## src/rtl/pipe_pkg.sv

```systemverilog
// Shared definitions for the MIPS inter-stage pipeline registers:
// per-stage bus widths, field bit offsets inside the packed ctrl/data
// buses, and the skid-buffer state encoding.
package pipe_pkg;

  // Per-stage bus widths
  localparam int IFID_CTRL_W  = 1;
  localparam int IFID_DATA_W  = 64;   // instr, pc_plus_4
  localparam int IDEX_CTRL_W  = 12;
  localparam int IDEX_DATA_W  = 256;
  localparam int EXMEM_CTRL_W = 6;
  localparam int EXMEM_DATA_W = 160;
  localparam int MEMWB_CTRL_W = 3;
  localparam int MEMWB_DATA_W = 101;

  // Control bus bit positions
  localparam int CTRL_WE_REG = 0;
  localparam int CTRL_WE_DM  = 1;
  localparam int CTRL_DM2REG = 2;
  localparam int CTRL_BRANCH = 3;
  localparam int CTRL_JUMP   = 4;
  localparam int CTRL_ALUSRC = 5;
  localparam int CTRL_REGDST = 6;
  localparam int CTRL_ALUOP  = 7;   // 3 bits
  localparam int CTRL_JR     = 10;
  localparam int CTRL_JAL    = 11;

  // Datapath bus LSB positions (32-bit fields except rf_wa)
  localparam int DATA_PC4_LSB   = 0;
  localparam int DATA_BTA_LSB   = 32;
  localparam int DATA_ALU_LSB   = 64;
  localparam int DATA_WD_DM_LSB = 96;
  localparam int DATA_RF_WA_LSB = 128;  // 5 bits

  typedef enum logic [1:0] {
    EMPTY = 2'd0,
    ONE   = 2'd1,
    TWO   = 2'd2
  } skid_state_e;

endpackage

```

## src/rtl/sat_counter.sv

```systemverilog
// Saturating up-counter with synchronous clear.
// Ports: clk, rst (async high), inc (count request), clr (sync clear,
// wins over inc), cnt (current value, sticks at all-ones).
module sat_counter #(
  parameter int CNT_W = 16
) (
  input  logic             clk,
  input  logic             rst,
  input  logic             inc,
  input  logic             clr,
  output logic [CNT_W-1:0] cnt
);

  always_ff @(posedge clk or posedge rst) begin
    if (rst)                    cnt <= '0;
    else if (clr)               cnt <= '0;
    else if (inc && cnt != '1)  cnt <= cnt + CNT_W'(1);
  end

endmodule

```

## src/rtl/pipe_stage_reg.sv

```systemverilog
// Inter-stage pipeline register with valid/ready handshake, flush
// (bubble injection), optional two-entry skid buffer and a saturating
// stall-cycle counter.
// Ports:
//   clk, rst (async high)
//   in_valid/in_ready/in_ctrl/in_data   upstream handshake + buses
//   flush                               sync kill of all held entries
//   out_valid/out_ready/out_ctrl/out_data downstream handshake + buses
//   stall_cnt, clr_cnt                  out_valid && !out_ready cycle count
module pipe_stage_reg
  import pipe_pkg::*;
#(
  parameter int CTRL_W = 12,
  parameter int DATA_W = 256,
  parameter int SKID   = 1,
  parameter int CNT_W  = 16
) (
  input  logic              clk,
  input  logic              rst,
  input  logic              in_valid,
  output logic              in_ready,
  input  logic [CTRL_W-1:0] in_ctrl,
  input  logic [DATA_W-1:0] in_data,
  input  logic              flush,
  output logic              out_valid,
  input  logic              out_ready,
  output logic [CTRL_W-1:0] out_ctrl,
  output logic [DATA_W-1:0] out_data,
  output logic [CNT_W-1:0]  stall_cnt,
  input  logic              clr_cnt
);

  logic              main_valid;
  logic [CTRL_W-1:0] main_ctrl;
  logic [DATA_W-1:0] main_data;
  logic              in_fire, out_fire;

  assign in_fire   = in_valid && in_ready;
  assign out_fire  = out_valid && out_ready;
  assign out_valid = main_valid;
  // Bubbles carry zero control so downstream write enables stay quiet.
  assign out_ctrl  = main_valid ? main_ctrl : '0;
  assign out_data  = main_data;

  generate
    if (SKID != 0) begin : g_skid
      skid_state_e       state, state_nxt;
      logic              rdy_q;
      logic              ld_main_in, ld_main_skid, ld_skid;
      logic [CTRL_W-1:0] skid_ctrl;
      logic [DATA_W-1:0] skid_data;

      always_ff @(posedge clk or posedge rst) begin
        if (rst) begin
          state <= EMPTY;
          rdy_q <= 1'b1;
        end else begin
          state <= state_nxt;
          // in_ready comes straight from a flop: no out_ready->in_ready path.
          rdy_q <= (state_nxt != TWO);
        end
      end

      always_comb begin
        state_nxt    = state;
        ld_main_in   = 1'b0;
        ld_main_skid = 1'b0;
        ld_skid      = 1'b0;
        if (flush) begin
          state_nxt = EMPTY;
        end else begin
          case (state)
            EMPTY: if (in_fire) begin
              ld_main_in = 1'b1;
              state_nxt  = ONE;
            end
            ONE: begin
              if (in_fire && out_fire) begin
                ld_main_in = 1'b1;
              end else if (in_fire) begin
                ld_skid    = 1'b1;
                state_nxt  = TWO;
              end else if (out_fire) begin
                state_nxt  = EMPTY;
              end
            end
            TWO: if (out_fire) begin
              // skid holds the younger entry; it becomes the head
              ld_main_skid = 1'b1;
              state_nxt    = ONE;
            end
            default: state_nxt = EMPTY;
          endcase
        end
      end

      always_ff @(posedge clk or posedge rst) begin
        if (rst) begin
          main_ctrl <= '0;
          main_data <= '0;
          skid_ctrl <= '0;
          skid_data <= '0;
        end else begin
          if (ld_main_in) begin
            main_ctrl <= in_ctrl;
            main_data <= in_data;
          end else if (ld_main_skid) begin
            main_ctrl <= skid_ctrl;
            main_data <= skid_data;
          end
          if (ld_skid) begin
            skid_ctrl <= in_ctrl;
            skid_data <= in_data;
          end
        end
      end

      assign main_valid = (state != EMPTY);
      assign in_ready   = rdy_q;
    end else begin : g_reg
      assign in_ready = out_ready || !main_valid;

      always_ff @(posedge clk or posedge rst) begin
        if (rst) begin
          main_valid <= 1'b0;
          main_ctrl  <= '0;
          main_data  <= '0;
        end else if (flush) begin
          main_valid <= 1'b0;
        end else if (in_fire) begin
          main_valid <= 1'b1;
          main_ctrl  <= in_ctrl;
          main_data  <= in_data;
        end else if (out_fire) begin
          main_valid <= 1'b0;
        end
      end
    end
  endgenerate

  sat_counter #(.CNT_W(CNT_W)) u_stall_cnt (
    .clk (clk),
    .rst (rst),
    .inc (out_valid && !out_ready),
    .clr (clr_cnt),
    .cnt (stall_cnt)
  );

endmodule

```

## config.mk

```make
export PLATFORM = sky130hd
export DESIGN_NAME = pipe_stage_reg
export DESIGN_NICKNAME = d
export VERILOG_FILES = /design/src/rtl/pipe_pkg.sv /design/src/rtl/sat_counter.sv /design/src/rtl/pipe_stage_reg.sv
export SDC_FILE = /design/constraint.sdc
export NUM_CORES = 1
export LEC_CHECK = 0
export CAP_MARGIN = 25
export CORE_AREA = 4 4 217 219
export DETAILED_ROUTE_END_ITERATION = 10
export DIE_AREA = 0 0 221 223
export DONT_BUFFER_PORTS = 1
export GPL_TIMING_DRIVEN = 0
export PLACE_DENSITY = 0.74
export SLEW_MARGIN = 40
export SYNTH_ARGS = -nofsm -noshare
export SYNTH_HDL_FRONTEND = slang
export SYNTH_SLANG_ARGS = --single-unit
```

## constraint.sdc

```tcl
create_clock -name clk -period 31.3 [get_ports clk]
set_input_delay 6.26 -clock clk [delete_from_list [all_inputs] [get_ports clk]]
set_output_delay 6.26 -clock clk [all_outputs]
set_load 0.05 [all_outputs]
```

Yosys cells after proc, flatten, opt, wreduce, memory -nomap -nowiden
Cells that the tools add are included.

cells by class
  add/subtract/negate cells = 1
  eq/ne operators = 4
  multiplexer cells = 24
  reductions and logical operators = 10

operators by type and width
  kind                     count
  $mux W256                2
  $mux W12                 3
  $mux W16                 2
  $add A16 B1 Y16 const B  1
  $ne A16 B16 Y1 const B   1
  $mux W2                  6
  $mux W1                  9
  $pmux W2 S3              1
  $reduce_bool A2 Y1       3
  $logic_and A1 B1 Y1      5
  $eq A2 B1 Y1 const B     1
  $eq A2 B2 Y1 const B     1
  $logic_not A2 Y1         1
  $ne A2 B2 Y1 const B     1
  $pmux W1 S2              1
  $logic_not A1 Y1         1

word-level totals
  register bits after elaboration = 555
  bits of input ports = 274

Longest topological paths before layout
  depth in word-level cells = 8
  gate-level depth with buffers = 7
  gate-level depth less buffers = 5

By module
From an unflattened synthesis, not the netlist that was laid out.

second synthesis, totals
  cell total of the unflattened synthesis = 1,565
  area total of the unflattened synthesis = 25,514.5 um^2

by module, submodules not included
  module          times used  cells each  area each (um^2)
  pipe_stage_reg  1           1,464       24,582.3
  sat_counter     1           101         932.1

Worst setup path after synthesis
Ideal clock, no wire load.

  path kind = reg-to-output
  from = register g_skid.state[1]
  to = output port out_ctrl[10]
  data arrival time = 1.465 ns
  required time = 25.040 ns
  path slack = 23.575 ns
  stages on the path, launching flop included = 5
  buffers on the path = 2
  cells stage by stage = dfrtp_1 -> buf_2 -> nor2_1 -> clkbuf_1 -> nor2b_1

between the ends
  word-level cells in the longest chain between the ends = 2

ends and longest elaborated chain
  what                    RTL line               source
  from (decl)             pipe_stage_reg.sv:47   skid_state_e state, state_nxt;
  from (signal assigned)  pipe_stage_reg.sv:58   state <= state_nxt;
  $reduce_bool A2 Y1      pipe_stage_reg.sv:118  assign main_valid = (state != EMPTY);
  $mux W12                pipe_stage_reg.sv:42   assign out_ctrl = main_valid ? main_ctrl : '0;
  to (decl)               pipe_stage_reg.sv:27   output logic [CTRL_W-1:0] out_ctrl,

No other way between the ends.

Final worst setup path
  from = register g_skid.state[1]
  to = output port out_valid

between the ends
  word-level cells in the longest chain between the ends = 1

ends and longest elaborated chain
  what                RTL line               source
  $reduce_bool A2 Y1  pipe_stage_reg.sv:118
  to (decl)           pipe_stage_reg.sv:25   output logic out_valid,

No other way between the ends.

==> flow_summary.toml <==
[timing]
rsz0062_at_grt = "no"
slew_violations = 0
setup_viol = 0
hold_viol_final = 0
fin_skew_ns = 0.01495
finalCritPeriodShare = 0.2811
worst_slack_ns = 22.50
fin_crit_ns = 8.800
fin_tns_setup_ns = 0
whs_ns = 0.4712
slew-limit-headroom = 0.4138
tightestPinTransition_ns = 0.8793
fmax_mhz = 113.6

[global_routing]
track_usage = 0.2355
grt_pass1_vias = 14880
grt_pass1_wl_um = 91770
grt_start_max_net_pins = 82
grt_overflow = 0
antenna_found_initial = 0

[route]
via_per_inst = 6.178
drc = 0
vias = 14200
first_pass_iters = 5
drt_iter0_drc = 805
ant_nets = 0
drt-total-wl_um = 59410
post_drt_wl_per_cell_um = 25.84

[worst_setup_path]
worstPathArrival_ns = 2.54
worstSetupStartpointType = "flip-flop"
critPathBufInv = 3
path_cells = "buf_2 > nor2_1 > clkbuf_1 > inv_1"
cp.required_ns = 25.04
worstReg2RegEnd = "out_data[146]$_DFFE_PP0P_"
path_class = "reg2out"
crit_fanout = 10
cp_slowest_cell = "clkbuf_1"
rr_startpoint = "in_ready$_DFF_PP1_"
ff2ff_path_depth = 6
max_stage_delay_ns = 0.64
endpoint_kind = "output pin"
r2r_slack_ns = 28.14
crit_family = "buffers and inverters"

[synthesis]
synthFlopType = "dfrtp_1"
yosysMostFrequentCell = "dfrtp_1"
ys_types = 38
ys_top_cells_by_count = "554 x dfrtp_1, 269 x mux2_2, 268 x a21o_1, 268 x a22o_1, 94 x buf_2"
synth_warnings = 0
synth_area_leaders = "dfrtp_1 62%, mux2_2 13%, a22o_1 10%, a21o_1 8.9%, buf_2 2.1%"
synthCells = 1589
synth_edf_count = 0
ys_seq_elements = 555
synth_area_sq_mm = 0.02251
ys_seq_area_frac = 0.6171
synth_async_sr_flop_share = 1.000
synth_area_per_cell_sq_um = 14.16
synth_top_area_cell = "dfrtp_1"
syn_nets = 1864
synth.top_cell.area_share = 0.6160

[clock_tree]
cts_resized = 0
cts.sinks = 555
cts_hold_buffers = 0
cts_tree = "yes"
clock_path_buffers = 3
clk_pin_slew_ns = 0.06
cts_root_buf = "clkbuf_16"
worstSkewPairLatency_ns = 0.60
cts_buffers = 55
cts_htree_levels = 2
cts_setup_buffers = 0

[worst_hold_path]
min_path_type = "reg2reg"
hold_path_depth = 1
hold_end = "main_ctrl[0]$_DFFE_PP0P_"
hold_start = "main_ctrl[0]$_DFFE_PP0P_"

[power]
power.net_switching_uw = 695.2
combPwrFrac = 0.108
switching_share = 0.3314
clock_power_share = 0.315
power.density_mw_per_mm2 = 82.79
ir_drop_mv = 0.06665
leakage_nw = 12.88
seqPwrFrac = 0.577
p_int_mw = 1.402

[place]
portBuffers = 0
dp_hpwl_um = 44110
place_congestion = 0.8535
dp_slack_ns = 22.66

[floorplan]
start_util = 0.4992
rows = 78
fp.dieH_um = 223
io_pins = 560
dieArea_sq_mm = 0.04928
fp.dieW_um = 221
core_sq_mm = 0.04509

[layout]
synthToLayoutAreaGrowth_pct = 12.56
nNetsFinal = 1928
final_util = 0.5619
antennaDiodeCount = 0
drive_above_1_share = 0.2866

[status]
status = "finished, final reports clean"

[job]
maxCapViolations = 0
-- worst max-delay path by stage --
stage / endpoint / slack, ns / startpoint / depth (start not counted)
2_1_floorplan: g_skid.skid_ctrl[0]$_DFFE_PP0P_ / 9.52 / rst / 1
3_3_place_gp: out_data[94]$_DFFE_PP0P_ / 4.50 / rst / 1
3_5_place_dp: out_data[140]$_DFFE_PP0P_ / 22.66 / in_valid / 6
4_1_cts: out_valid / 22.41 / g_skid.state[1]$_DFF_PP0_ / 4
5_1_grt: out_valid / 22.29 / g_skid.state[1]$_DFF_PP0_ / 4
6_report: out_valid / 22.50 / g_skid.state[1]$_DFF_PP0_ / 4
-- worst reg2reg max path, cell delays in order (launching register included) --
cell and delay, ns:
dfstp_2 0.72, nand2_1 0.21, nor4_4 0.74, clkbuf_1 0.73
buf_2 0.41, a22o_1 0.20, a21o_1 0.09
-- routing by layer --
metal	global-route usage	share of wire	wire [um]	vias up
li1	-	-	-	6106
met4	0.07751	0.034	2022	0
met5	0	0	0	-
met2	0.4180	0.51	30450	506
met1	0.2653	0.37	21780	7460
met3	0.08500	0.087	5157	131
-- cell usage in the layout, fill, tap and decap left out, types with 2 or more instances in the layout --
cell type and count:
or2_2 2, a311oi_1 3, clkinvlp_4 5, nor2b_1 3, nand3_1 2, inv_1 5
clkbuf_8 15, o31ai_1 4, inv_6 4, or4_1 3, o21ai_0 6, nor4_1 3
nor2_1 8, clkinv_2 13, mux2_2 269, clkbuf_1 30, or3_1 5, buf_16 7
a21oi_1 12, a21o_1 268, nand3b_1 2, nor2b_2 12, clkbuf_16 55, a22o_1 268
bufinv_16 3, and3_1 3, nor2_2 2, nand2_1 7, buf_1 4, a31oi_1 2
buf_2 94, nand4_1 9, dfrtp_1 554, and4_1 2
-- sequential cells by signal, indices dropped and copies added (netlist names) --
register / flops
out_data: 256
in_ready: 1
g_skid.state: 2
g_skid.skid_ctrl: 12
main_ctrl: 12
u_stall_cnt.cnt: 16
g_skid.skid_data: 256
-- cells by family after synthesis --
family,count (synthesis),synth area share
AOI/OAI and AO/OA,568,0.2027
DFF,555,0.6171
muxes,270,0.1350
buffers and inverters,127,0.02641
and+or+nand+nor,67,0.01779
xor gates and xnor gates,1,0.0003892
adders and majority gates,1,0.0005558
-- power groups by stage --
| stage | sequential (mW) | combinational [mW] | clock (mW) |
|---|---|---|---|
| 6_report | 1.21 | 0.227 | 0.660 |
| 5_1_grt | 1.23 | 0.252 | 0.706 |
| 4_1_cts | 1.21 | 0.231 | 0.674 |
| 3_5_place_dp | 1.22 | 0.229 | 0 |
| 3_3_place_gp | 1.22 | 0.212 | 0 |
| 2_1_floorplan | 1.18 | 0.192 | 0 |
-- area by class of cell --
class	instances	area, sq um
Fill cell	3624	19750
Sequential cell	555	13890
Multi-Input combinational cell	907	8058
Clock buffer	78	1613
Tap cell	600	750.7
Buffer	121	573.1
Clock inverter	25	227.7
Timing Repair Buffer	7	192.7
Inverter	6	30.03
-- metrics by stage --
stage | std cells | power (mW) | cell area, sq um
floorplan | 1589 | 1.370 | 22510
global placement | 2189 | 1.427 | 23260
detailed placement | 2196 | 1.452 | 23490
CTS | 2299 | 2.114 | 25330
global route | 2299 | 2.186 | 25330
finish | 2299 | 2.098 | 25330
Power figures use the tool's default switching activity.
